<file path="src/rtl/health_alarm_manager.sv">
// Debounces five raw abnormality flags into sticky alarms and timestamped events queued in a FWFT FIFO.
// Latency: confirm DEBOUNCE edges after the first high sample, FIFO push one edge later.
// Backpressure: evt_ready low holds the head entry; onsets wait in pending bits and a repeat onset is counted in drop_cnt.

module health_evt_fifo #(
    parameter int W     = 19,
    parameter int DEPTH = 8
) (
    input  logic                     clk,
    input  logic                     rst_n,
    input  logic                     in_vld,
    input  logic [W-1:0]             in_dat,
    output logic                     in_rdy,
    output logic                     out_vld,
    output logic [W-1:0]             out_dat,
    input  logic                     out_rdy,
    output logic [$clog2(DEPTH):0]   count
);
    localparam int AW = $clog2(DEPTH);
    localparam logic [AW:0] FULL_CNT = DEPTH[AW:0];

    logic [W-1:0]  mem [DEPTH];
    logic [AW-1:0] wr_ptr;
    logic [AW-1:0] rd_ptr;
    logic          push;
    logic          pop;

    assign out_vld = (count != '0);
    assign pop     = out_vld & out_rdy;
    // A full FIFO still takes a write in the cycle its head is popped.
    assign in_rdy  = (count != FULL_CNT) | pop;
    assign push    = in_vld & in_rdy;
    assign out_dat = out_vld ? mem[rd_ptr] : '0;

    always_ff @(posedge clk) begin
        if (push) begin
            mem[wr_ptr] <= in_dat;
        end
    end

    always_ff @(posedge clk or negedge rst_n) begin
        if (!rst_n) begin
            wr_ptr <= '0;
            rd_ptr <= '0;
            count  <= '0;
        end else begin
            if (push) begin
                wr_ptr <= wr_ptr + AW'(1);
            end
            if (pop) begin
                rd_ptr <= rd_ptr + AW'(1);
            end
            case ({push, pop})
                2'b10:   count <= count + (AW+1)'(1);
                2'b01:   count <= count - (AW+1)'(1);
                default: count <= count;
            endcase
        end
    end
endmodule

module health_alarm_manager #(
    parameter int DEBOUNCE = 4,
    parameter int DEPTH    = 8,
    parameter int TS_W     = 16
) (
    input  logic                     clk,
    input  logic                     rst_n,
    input  logic                     presureAbnormality,
    input  logic                     bloodAbnormality,
    input  logic                     fallDetected,
    input  logic                     lowTempAbnormality,
    input  logic                     highTempAbnormality,
    input  logic [4:0]               ack_mask,
    input  logic                     evt_ready,
    output logic                     evt_valid,
    output logic [2:0]               evt_code,
    output logic [TS_W-1:0]          evt_time,
    output logic [4:0]               alarm_status,
    output logic                     alarm_any,
    output logic [2:0]               alarm_top,
    output logic [$clog2(DEPTH):0]   fifo_count,
    output logic [7:0]               drop_cnt
);
    localparam int CW = $clog2(DEBOUNCE + 1);
    localparam logic [CW-1:0] DB_MAX = CW'(DEBOUNCE);
    localparam logic [CW-1:0] DB_ARM = CW'(DEBOUNCE - 1);

    typedef struct packed {
        logic [2:0]      code;
        logic [TS_W-1:0] ts;
    } evt_t;

    logic [4:0]      raw;
    logic [CW-1:0]   db_cnt [5];
    logic [4:0]      confirm;
    logic [4:0]      pending;
    logic [4:0]      push_sel;
    logic [4:0]      push_clr;
    logic [4:0]      merged;
    logic [2:0]      push_code;
    logic [2:0]      n_merged;
    logic [8:0]      drop_sum;
    logic [TS_W-1:0] ts;
    logic            push_vld;
    logic            push_rdy;
    evt_t            push_evt;
    evt_t            head_evt;

    // Bit index is the source code, which is also the priority order.
    assign raw = {lowTempAbnormality, highTempAbnormality, bloodAbnormality,
                  presureAbnormality, fallDetected};

    always_ff @(posedge clk or negedge rst_n) begin
        if (!rst_n) begin
            ts <= '0;
        end else begin
            ts <= ts + TS_W'(1);
        end
    end

    always_ff @(posedge clk or negedge rst_n) begin
        if (!rst_n) begin
            for (int i = 0; i < 5; i++) begin
                db_cnt[i] <= '0;
            end
        end else begin
            for (int i = 0; i < 5; i++) begin
                if (!raw[i]) begin
                    db_cnt[i] <= '0;
                end else if (db_cnt[i] != DB_MAX) begin
                    db_cnt[i] <= db_cnt[i] + CW'(1);
                end
            end
        end
    end

    always_comb begin
        confirm = '0;
        for (int i = 0; i < 5; i++) begin
            confirm[i] = raw[i] && (db_cnt[i] == DB_ARM);
        end
    end

    always_comb begin
        push_sel  = '0;
        push_code = '0;
        for (int i = 4; i >= 0; i--) begin
            if (pending[i]) begin
                push_sel    = '0;
                push_sel[i] = 1'b1;
                push_code   = 3'(i);
            end
        end
    end

    assign push_vld      = |pending;
    assign push_evt.code = push_code;
    assign push_evt.ts   = ts;
    assign push_clr      = (push_vld && push_rdy) ? push_sel : 5'b0;
    // An onset only merges if its earlier event is not leaving on this same edge.
    assign merged        = confirm & pending & ~push_clr;

    always_comb begin
        n_merged = '0;
        for (int i = 0; i < 5; i++) begin
            n_merged = n_merged + {2'b0, merged[i]};
        end
        drop_sum = {1'b0, drop_cnt} + {6'b0, n_merged};
    end

    always_ff @(posedge clk or negedge rst_n) begin
        if (!rst_n) begin
            pending      <= '0;
            alarm_status <= '0;
            drop_cnt     <= '0;
        end else begin
            pending      <= (pending & ~push_clr) | confirm;
            alarm_status <= (alarm_status & ~ack_mask) | confirm;
            drop_cnt     <= drop_sum[8] ? 8'hff : drop_sum[7:0];
        end
    end

    always_comb begin
        alarm_top = 3'd7;
        for (int i = 4; i >= 0; i--) begin
            if (alarm_status[i]) begin
                alarm_top = 3'(i);
            end
        end
    end

    assign alarm_any = |alarm_status;

    health_evt_fifo #(
        .W     ($bits(evt_t)),
        .DEPTH (DEPTH)
    ) u_fifo (
        .clk     (clk),
        .rst_n   (rst_n),
        .in_vld  (push_vld),
        .in_dat  (push_evt),
        .in_rdy  (push_rdy),
        .out_vld (evt_valid),
        .out_dat (head_evt),
        .out_rdy (evt_ready),
        .count   (fifo_count)
    );

    assign evt_code = head_evt.code;
    assign evt_time = head_evt.ts;
endmodule

</file>
<file path="config.mk">
export PLATFORM = sky130hd
export DESIGN_NAME = health_alarm_manager
export DESIGN_NICKNAME = d
export VERILOG_FILES = /design/src/rtl/health_alarm_manager.sv
export SDC_FILE = /design/constraint.sdc
export NUM_CORES = 1
export LEC_CHECK = 0
export CAP_MARGIN = 20
export CORE_MARGIN = 2
export CORE_UTILIZATION = 64
export CTS_BUF_LIST = sky130_fd_sc_hd__clkbuf_16
export DETAILED_ROUTE_END_ITERATION = 12
export MAX_ROUTING_LAYER = met4
export PLACE_DENSITY = 0.85
export SKIP_LAST_GASP = 1
export SYNTH_ARGS = -nofsm -noshare
export SYNTH_HDL_FRONTEND = slang
export SYNTH_HIERARCHICAL = 1
export SYNTH_SLANG_ARGS = --single-unit
</file>
<file path="constraint.sdc">
create_clock -name clk -period 6.75 [get_ports clk]
set_input_delay 1.35 -clock clk [delete_from_list [all_inputs] [get_ports clk]]
set_output_delay 1.35 -clock clk [all_outputs]
set_load 0.02 [all_outputs]
</file>
; ---- Word level (Yosys, flattened, before mapping)
; Memory sizes are Yosys's and may differ from the RTL's.
; Index checks and enable logic that the tools add are counted.
[word_totals]
register_bits = 59
mem_bits_rw = 152
inputBits = 13
output_inout_bits = 41
word_cells = 98
mem_count = 1
[op_classes]
add_sub_neg = 15
eq_ne = 18
muxes = 31
bitwise_logic = 11
reduce_logical = 10
[memory_table]
columns = name, words, width, read_ports, rd_ports_with_merged_regs, write_ports, line_no
row1 = u_fifo.mem, 8, 19, 1, 0, 1, 22  ; logic [W-1:0] mem [DEPTH];
[ops]
columns = op, count
row1 = 3-bit 2-to-1 mux, 19
row2 = 5-bit 2-to-1 mux, 6
row3 = 3-bit by 1-bit adder with 3-bit output (second input constant), 7
row4 = 5-bit bitwise AND, 4
row5 = 19-bit 2-to-1 mux, 1
row6 = 16-bit by 1-bit adder with 16-bit output (second input constant), 1
row7 = 3-bit by 2-bit == test with 1-bit output (second input constant), 5
row8 = 3-bit inequality test (second input constant), 5
row9 = 2-bit by 1-bit inequality test with 1-bit output (second input constant), 5
row10 = 5-bit NOT, 2
row11 = 5-bit OR, 2
row12 = 5-bit OR reduction, 2
row13 = 8-bit by 3-bit adder with 9-bit output, 1
row14 = 8-bit 2-to-1 mux, 1
row15 = 4-bit one-hot mux with 2 select lines, 1
row16 = 3-bit by 1-bit adder with 3-bit output, 2
row17 = 1-bit logical AND, 6
row18 = 4-bit by 1-bit adder with 4-bit output (second input constant), 1
row19 = 4-bit inequality test (second input constant), 1
row20 = 4-bit nonzero test, 1
row21 = 4-bit by 1-bit subtractor with 4-bit output (second input constant), 1
row22 = 2-bit by 1-bit adder with 3-bit output, 1
row23 = 1-bit by 1-bit adder with 2-bit output, 1
row24 = 1-bit bitwise AND, 2
row25 = other kinds (6), 7

; ---- Longest topological paths before layout
[depth]
ltp_word = 14
ltp_mapped = 13
mapped_depth_nobuf = 13

; ---- Hierarchy
; Netlist, hierarchy kept.
[modules_own_cells]
columns = mod, instances, cells_each, area_per_inst_um2, seq_area_each_um2
row1 = health_evt_fifo, 1, 315, 6431.2, 4814.6
row2 = health_alarm_manager, 1, 230, 2432.3, 1226.2

; ---- Worst setup path before layout
; No wires, ideal clock.
[synth_path]
path_kind = input to register
from = input evt_ready
to = register drop_cnt[6]
setup_time_ps = 152
arrival_ps = 3957
required_time_ps = 6598
slack_ps = 2640
cell_stages = 13
n_path_buf = 0
cell_sequence = nor2b_1 nand2_1 inv_1 nand2_1 nor2_1 fa_1 fa_1 ha_1 fa_1 a21oi_1 nor2b_1 a31oi_1 a41oi_1
[synth_via]
elab_chain_cells = 12
[synth_lines]
columns = element, line_no
row1 = "start, declared", 75  ; input logic evt_ready,
row2 = 1-bit bitwise AND *, 29  ; assign pop = out_vld & out_rdy;
row3 = 1-bit OR *, 31  ; assign in_rdy = (count != FULL_CNT) | pop;
row4 = net push_rdy, 106  ; logic push_rdy;
row5 = 1-bit logical AND *, 160  ; assign push_clr = (push_vld && push_rdy) ? push_sel : 5'b0;
row6 = 5-bit 2-to-1 mux *, 160
row7 = 5-bit NOT *, 162  ; assign merged = confirm & pending & ~push_clr;
row8 = 5-bit bitwise AND *, 162
row9 = 1-bit by 1-bit adder with 2-bit output, 167  ; n_merged = n_merged + {2'b0, merged[i]};
row10 = 2-bit by 1-bit adder with 3-bit output, 167
row11 = 3-bit by 1-bit adder with 3-bit output, 167
row12 = 3-bit by 1-bit adder with 3-bit output *, 167
row13 = 8-bit by 3-bit adder with 9-bit output *, 169  ; drop_sum = {1'b0, drop_cnt} + {6'b0, n_merged};
row14 = 8-bit 2-to-1 mux *, 180  ; drop_cnt <= drop_sum[8] ? 8'hff : drop_sum[7:0];
row15 = "end signal, assigned", 180
row16 = "end, declared", 83  ; output logic [7:0] drop_cnt
; Mark *: on every way through the listed nets, which the timed path passes. The rest lies on a longest branch.
; A chain may end at the register's enable or synchronous reset.

; ---- Worst setup path in the final report
[layout_path]
from = register u_fifo.rd_ptr[0]
to = output evt_time[11]
[layout_via]
elab_chain_cells = 2
[layout_lines]
columns = element, line_no
row1 = "start, declared", 24  ; logic [AW-1:0] rd_ptr;
row2 = "start signal, assigned", 51  ; rd_ptr <= rd_ptr + AW'(1);
row3 = memory 8 x 19 bit, -
row4 = 19-bit 2-to-1 mux, 33  ; assign out_dat = out_vld ? mem[rd_ptr] : '0;
row5 = "end, declared", 78  ; output logic [TS_W-1:0] evt_time,
; No other way between the ends.

==> out/metrics.csv <==
metric;value;unit
period_share;0.676;
die_h;122;um
cts_buffers;21;
drive_gt1_frac;0.151;
cts_setup_buffers;0;
p_per_area;408;nW/um^2
gr-usage-met2;0.440;
use_met1;0.308;
critPathLaunch;u_fifo/rd_ptr[0];
layoutNonFillerInstCount;815;
finalMaxSlewViolations;0;
nFillCells;799;
antennaDiodeCount;0;
cts_resized;0;
crit_chain;buf_4 -> mux4_2 -> mux2i_1 -> nor2_1 -> clkdlybuf4s50_1;
fin_area;10300;sq um
min_period;4.56;ns
ir_drop;0.305;mV
die_w;122;um
synth_area;8860;sq um
worstMarginPinSlew;0.954;ns
nets;661;
tns;0;ns
htreeDepth;1;
start_kind;register;
wl_per_cell;20.7;um
cts_tree;built;
start_util;0.646;
first_iter_violations;345;
cp.arrival;3.21;ns
worstPathRequired;5.40;ns
dr.pass1.iters;4;
viasPerCell;5.97;
ys_ff_latch;211;
clk_latency;0.49;ns
crit_path_max_incr_delay;0.78;ns
mostFrequentLayoutCell;edfxtp_1;
vias;4862;
num_rows;43;
grt_pass1_vias;5319;
antenna_found_initial;0;
dieArea;14800;sq um
final_cell_mix;edfxtp_1, dfrtp_1, clkdlybuf4s50_1;
min_from;u_fifo/rd_ptr[2];
synth.distinct_cells;48;
synth_area_per_cell;16.3;sq um
hold_viol;0;
p_leak;4.00;nW
syn_to_final_growth;16.6;%
drtAntennaViolNets;0;
maxCapViolations;0;
cp_top_family;buffers and inverters;
grt_use_total;0.251;
max_clock_freq;219;MHz
cts-hold-fix-buffers;0;
grt_max_degree;60;
grt_pass1_wl;27.1;mm
rr_startpoint;u_fifo/count[1];
cts_sinks;211;
clk_pin_slew;0.06;ns
syn-num-nets;586;
drcViolationCount;0;
cpMaxStageDelayCell;dfrtp_2;
skew;0.0208;ns
fin_ws;2.19;ns
end_kind;primary output;
async_flop_share;0.280;
crit_buf_inv;2;
wl;16.9;mm
yosysWarningCount;6;
top_usage_layer;met2;
hold_path.class;reg2reg;
slew_headroom;0.362;
dp.final_hpwl;10.4;mm
grt_setup_unrepaired;no;
synth-edff-count;152;
synth_flop_cell;edfxtp_1;
port_buffers;53;
dp_slack;1.80;ns
status;finished, final reports clean;
synth_cells;545;
clk_path_buf_depth;3;
seq_area_frac_synth;0.682;
io-pin-count;54;
setup_viol;0;
core_area;13700;sq um
dp.cells;777;
worstSetupPathType;reg2out;
met3_usage;0.0379;
gp_congestion;0.836;
grt_overflow_total;0;
critPathMaxFanout;23;
placed_area;9650;sq um
root_buffer;clkbuf_16;
## layout make-up
type | instances | area, sq um | area share
multi-input cells | 291 | 2660 | 0.257
repair buffers | 66 | 623 | 0.0603
inverters | 29 | 109 | 0.0105
flip-flops and latches | 211 | 6040 | 0.585
clock buffers | 21 | 526 | 0.0509
clock inverters | 17 | 154 | 0.0149
well taps | 180 | 225 | 0.0218
## metrics by stage
stage               power [W]  utilization  hold WS, ns
floorplan             0.00261            -        0.461
CTS                   0.00425        0.753        0.486
finish                0.00422        0.753        0.481
detailed placement    0.00312        0.704        0.477
global placement      0.00305        0.704        0.469
global route          0.00443        0.753        0.514
## final timing paths
path,end,slack (ns),cells after the start
setup / recovery,evt_time[11],2.19,5
hold / removal,u_fifo/rd_ptr[2],0.48,1
setup reg to reg,drop_cnt[6],2.96,13
hold reg to reg,u_fifo/rd_ptr[2],0.48,1
max in group asynchronous,u_fifo/rd_ptr[0],5.17,2
min in group asynchronous,db_cnt[10],1.02,2
## synthesized netlist by cell type, drive strengths merged (5+ instances only)
library cell,instances,share of area
a21boi,11,0.0093
and2,6,0.0042
and3,5,0.0038
buf,11,0.0075
dfrtp,59,0.17
edfxtp,152,0.51
ha,24,0.034
inv,29,0.012
mux2i,23,0.026
mux4,38,0.097
nand2,43,0.018
nand2b,9,0.0066
nand3,15,0.0085
nor2,37,0.016
o21ai,11,0.0062
xnor2,23,0.023
## cell families (layout without fill, tap and decap cells)
| family | Yosys count | after routing | share of synthesized area |
|---|---|---|---|
| AOI/OAI and AO/OA | 41 | 41 | 0.0311 |
| xor gates and xnor gates | 26 | 26 | 0.0265 |
| adders and majority gates | 28 | 28 | 0.0429 |
| buffers and inverters | 43 | 133 | 0.0210 |
| DFF | 211 | 211 | 0.682 |
| muxes | 63 | 63 | 0.125 |
| and+or+nand+nor | 133 | 133 | 0.0718 |
## report_power, final
group | total, W | internal (W) | leakage (nW) | switching (W)
clock network | 0.00114 | 0.000681 | 0.345 | 0.000454
logic | 0.00139 | 0.000666 | 1.44 | 0.000723
registers | 0.00169 | 0.00155 | 2.21 | 0.000145
total | 0.00422 | 0.00289 | 4.00 | 0.00132
## routing by layer
layer / wire length, um / up-vias
met4: 347 / 0
met5: 0 / -
met3: 918 / 31
li1: - / 2187
met2: 9000 / 155
met1: 6600 / 2489
## registers in the layout, summed over array words and instances, names as in the netlist, 4 cells and up
name,count
u_fifo/count,4
ts,16
pending,5
drop_cnt,8
u_fifo/mem,152
alarm_status,5
db_cnt,15
Power figures use the tool's default switching activity.
